[src/rtl/key_pkg.sv]
// Shared widths, state encoding and helpers for the keypad event controller.
package key_pkg;
  localparam int KEY_W  = 20;
  localparam int CODE_W = 5;

  typedef enum logic [1:0] {IDLE, DEBOUNCE, HELD, RELEASE} key_state_t;
  typedef logic [CODE_W-1:0] key_code_t;

  function automatic int max3(input int a, input int b, input int c);
    int m;
    m = (a > b) ? a : b;
    return (m > c) ? m : c;
  endfunction
endpackage

[src/rtl/key_prio_enc.sv]
// Highest-index-wins encoder for the synchronized key vector; 0 when no key is set.
module key_prio_enc
  import key_pkg::*;
(
  input  logic [KEY_W-1:0] vec,
  output key_code_t        code
);

  always_comb begin
    code = '0;
    for (int i = 0; i < KEY_W; i++) begin
      if (vec[i]) code = key_code_t'(i);
    end
  end

endmodule

[src/rtl/key_ctrl.sv]
// Keypad event controller: sync, priority select, debounce, auto-repeat and a
// one-entry valid/ready output register.
module key_ctrl
  import key_pkg::*;
#(
  parameter int DEBOUNCE_CYCLES = 120000,
  parameter int REPEAT_DELAY    = 4800000,
  parameter int REPEAT_RATE     = 1200000
) (
  input  logic             clk,
  input  logic             rst,
  input  logic [KEY_W-1:0] in,
  input  logic             key_ready,
  output logic             key_valid,
  output key_code_t        key_code,
  output logic             key_held,
  output logic             overrun
);

  localparam int CNT_W = $clog2(max3(DEBOUNCE_CYCLES, REPEAT_DELAY, REPEAT_RATE)) + 1;
  localparam logic [CNT_W-1:0] DEB_LAST   = CNT_W'(DEBOUNCE_CYCLES - 1);
  localparam logic [CNT_W-1:0] DELAY_LAST = CNT_W'(REPEAT_DELAY - 1);
  localparam logic [CNT_W-1:0] RATE_LAST  = CNT_W'(REPEAT_RATE - 1);

  logic [KEY_W-1:0] sync_meta, sync_vec;
  key_state_t       state, state_d;
  logic [CNT_W-1:0] cnt, cnt_d;
  key_code_t        cur, cur_d, enc_code;
  logic             rep, rep_d;
  logic             emit, any, key_on;

  // Stage 0/1: two-flop synchronizer on the raw lines
  always_ff @(posedge clk or negedge rst) begin
    if (!rst) begin
      sync_meta <= '0;
      sync_vec  <= '0;
    end else begin
      sync_meta <= in;
      sync_vec  <= sync_meta;
    end
  end

  key_prio_enc u_enc (
    .vec  (sync_vec),
    .code (enc_code)
  );

  assign any    = |sync_vec;
  assign key_on = sync_vec[cur];

  // Stage 2: debounce / repeat FSM; every compare restarts cnt so it never wraps
  always_comb begin
    state_d = state;
    cnt_d   = cnt + CNT_W'(1);
    cur_d   = cur;
    rep_d   = rep;
    emit    = 1'b0;
    unique case (state)
      IDLE: begin
        cnt_d = '0;
        if (any) begin
          cur_d   = enc_code;
          state_d = DEBOUNCE;
        end
      end
      DEBOUNCE: begin
        if (!key_on) begin
          cnt_d   = '0;
          state_d = IDLE;
        end else if (cnt == DEB_LAST) begin
          emit    = 1'b1;
          cnt_d   = '0;
          rep_d   = 1'b0;
          state_d = HELD;
        end
      end
      HELD: begin
        if (!key_on) begin
          cnt_d   = '0;
          state_d = RELEASE;
        end else if (REPEAT_DELAY == 0) begin
          cnt_d = '0;
        end else if (cnt == (rep ? RATE_LAST : DELAY_LAST)) begin
          emit  = 1'b1;
          cnt_d = '0;
          rep_d = 1'b1;
        end
      end
      RELEASE: begin
        if (key_on) begin
          cnt_d   = '0;
          state_d = HELD;
        end else if (cnt == DEB_LAST) begin
          cnt_d   = '0;
          state_d = IDLE;
        end
      end
      default: begin
        cnt_d   = '0;
        state_d = IDLE;
      end
    endcase
  end

  always_ff @(posedge clk or negedge rst) begin
    if (!rst) begin
      state <= IDLE;
      cnt   <= '0;
      cur   <= '0;
      rep   <= 1'b0;
    end else begin
      state <= state_d;
      cnt   <= cnt_d;
      cur   <= cur_d;
      rep   <= rep_d;
    end
  end

  // Stage 3: one-entry output register; a full register drops the event
  always_ff @(posedge clk or negedge rst) begin
    if (!rst) begin
      key_valid <= 1'b0;
      key_code  <= '0;
      overrun   <= 1'b0;
    end else begin
      overrun <= 1'b0;
      if (emit) begin
        if (!key_valid || key_ready) begin
          key_code  <= cur;
          key_valid <= 1'b1;
        end else begin
          overrun <= 1'b1;
        end
      end else if (key_ready) begin
        key_valid <= 1'b0;
      end
    end
  end

  assign key_held = (state == HELD) || (state == RELEASE);

endmodule

[config.mk]
export PLATFORM = sky130hd
export DESIGN_NAME = key_ctrl
export DESIGN_NICKNAME = d
export VERILOG_FILES = /design/src/rtl/key_pkg.sv /design/src/rtl/key_prio_enc.sv /design/src/rtl/key_ctrl.sv
export SDC_FILE = /design/constraint.sdc
export NUM_CORES = 1
export LEC_CHECK = 0
export ABC_CLOCK_PERIOD_IN_PS = 3400
export CORE_AREA = 2 2 105 107
export DETAILED_ROUTE_END_ITERATION = 10
export DIE_AREA = 0 0 107 109
export HOLD_SLACK_MARGIN = 0.06
export PLACE_DENSITY = 0.63
export SYNTH_ARGS = -nofsm -noshare
export SYNTH_HDL_FRONTEND = slang
export SYNTH_SLANG_ARGS = --single-unit
[constraint.sdc]
create_clock -name clk -period 3.4 [get_ports clk]
set_input_delay 0.85 -clock clk [delete_from_list [all_inputs] [get_ports clk]]
set_output_delay 0.85 -clock clk [all_outputs]
set_load 0.005 [all_outputs]
==> results.toml <==
[setup_path]
crit_end = "key_held"
worstPathArrival_ns = 1.94
rr_worst_depth = 6
reg2reg_slack_ns = 0.75
r2r-start = "cnt[18]"
worstPathRequired_ns = 2.55
crit_fanout = 7
critPathLaunchType = "flop"
worstSetupPathType = "reg -> out"
end_kind = "output pin"
reg2reg_to = "cnt[6]"
crit_start = "state[0]"

[timing]
max_freq_ghz = 0.358
rsz0062_at_grt = "no"
finalSetupViolations = 0
slew_violations = 0
min_period_ns = 2.79
whs_ns = 0.354
tightest_slew_ns = 0.945
fin_skew_ns = 0.0100
period_share = 0.822
hold_viol = 0
finalSetupTns_ns = 0
max_slew_margin = 0.370

[synth]
synth.largest_area_cell = "dfrtp_1"
yosysTopAreaCellShare = 0.563
ys_ff_latch = 79
synth_nets = 330
syn_avg_cell_area_um2 = 11.7
ys_warn_count = 0
ys_types = 57
synth_edf_count = 0
yosysSeqAreaShare = 0.563
synthFlopType = "dfrtp_1"
synthCells = 301
synthArstFlopShare = 1.00
ys_top_cells_by_area = "dfrtp_1, nor2_1, xor2_1"
synth_area_mm2 = 0.00351

[clock_network]
clockRootBuffer = "clkbuf_8"
ctsResizeCount = 0
cts.sinks = 79
post_cts_buffers = 0
numCtsBuffers = 9
clk_latency_ns = 0.35
cts-htree-levels = 3
cts.clk_slew.worst_paths_ns = 0.09
cts_tree = "yes"
hold_buffers = 0
clockBufferDepth = 2

[global_route]
grt_max_degree = 80
grt_overflow = 0
grt_pass1_wl_um = 11000
track_usage = 0.119
grt_pass1_vias = 2315
antenna_found_initial = 0

[run_status]
outcome = "finished clean"

[power]
max-vdd-ir-drop_v = 0.000218
power_leakage_nw = 1.70
power_density_mw_per_mm2 = 575

[cells_and_area]
utilization = 0.386
antenna_cells = 0
area_growth_pct = 16.5
drive_gt1_frac = 0.127
fin_nets = 362

[floorplanning]
chipWidth_um = 107
design.core.area_mm2 = 0.0106
rows = 38
initial_core_util = 0.331
num_io_pins = 31
dieArea_mm2 = 0.0117
dieHeight_um = 109

[drt]
drtAntennaViolNets = 0
viasPerCell = 4.77
drt-total-wl_um = 6160
drc = 0
drtIter0Drc = 117
first_pass_iters = 4
routedWlPerCell_um = 12.9
vias = 2278

[placed_design]
dp_hpwl_um = 4420
port_buffers = 30
finalWeightedCongestion = 0.788

[worst_hold_path]
min_path_type = "reg -> reg"
worstHoldStart = "sync_meta[14]"

[flow_run]
drv_cap = 0
cell families (layout without fill, tap and decap cells):
group | after synthesis | count (layout) | share of synthesized area
compound gates | 32 | 32 | 0.0774
fa+ha+maj | 6 | 6 | 0.0214
flops | 79 | 79 | 0.563
xor+xnor | 22 | 22 | 0.0549
mux | 15 | 15 | 0.0563
simple gates | 128 | 128 | 0.193
buf+inv | 19 | 56 | 0.0342
sequential cells by signal (all words and copies together) (netlist names), named ones only:
register and flops:
cnt 24, cur 5, key_code 5, key_valid 1, overrun 1, rep 1, state 1, sync_meta 20
sync_vec 20
cells in the mapped netlist (3+ instances only):
cell type	count
and2_2	3
xnor2_1	8
ha_1	6
nor3_1	10
buf_6	3
nand3_1	17
a21oi_1	3
inv_1	10
mux4_2	3
nor2_1	39
nor4_1	3
dfrtp_1	79
o31ai_1	4
nand2_1	20
nand4b_1	3
nand4_1	4
and3_1	3
xor2_1	14
mux2_2	8
o21ai_0	4
or4_1	7
mux2i_1	4
nor2b_1	4
worst min-delay path by stage:
| stage | cells after the start | slack [ns] | endpoint |
|---|---|---|---|
| after global routing | 0 | 0.36 | sync_vec[13] |
| after global placement | 0 | 0.33 | sync_vec[15] |
| final | 0 | 0.35 | sync_vec[14] |
| after detailed placement | 0 | 0.33 | sync_vec[14] |
| after floorplan | 0 | 0.33 | sync_vec[0] |
| after CTS | 0 | 0.36 | sync_vec[14] |
through the flow:
stage	std cells	power [W]	worst slack, ns	instance area, µm²
4_1_cts	478	0.00238	0.601	4090
5_1_grt	478	0.00251	0.517	4090
2_1_floorplan	301	0.00163	1.14	3510
6_report	478	0.00235	0.607	4090
3_3_place_gp	462	0.00170	0.794	3900
3_5_place_dp	462	0.00172	0.749	3900
routing by layer:
layer | wire length, µm | GRT usage
met1 | 3040 | 0.164
met2 | 2810 | 0.181
met3 | 215 | 0.0197
met4 | 92 | 0.0640
met5 | 0 | 0
cell usage in the layout, fill, tap and decap left out, types with 6 or more instances in the layout:
cell type	count
mux2_2	8
nand2_1	20
nor2_1	39
inv_1	10
or4_1	7
clkdlybuf4s50_1	29
dfrtp_1	79
clkbuf_8	10
ha_1	6
nor3_1	10
xnor2_1	8
nand3_1	17
xor2_1	14
area by class of cell:
type	count	area (µm²)
fillers	1024	6520
flip-flops and latches	79	1980
multi-input cells	203	1410
repair buffers	30	298
well taps	140	175
clock buffers	10	138
clock inverters	6	50.0
inverters	10	37.5
worst max-delay path, cell delays in order, from the launching register on:
cell	delay, ns
dfrtp_1	0.43
inv_1	0.11
ha_1	0.31
or2_2	0.31
clkdlybuf4s50_1	0.44
power by group:
group	switching [W]	leakage (nW)	internal [W]
Combinational	0.000339	0.612	0.000259
Sequential	0.0000882	0.996	0.00101
Clock	0.000359	0.0956	0.000297
Total	0.000787	1.70	0.00156
(Power assumes the default switching activity.)
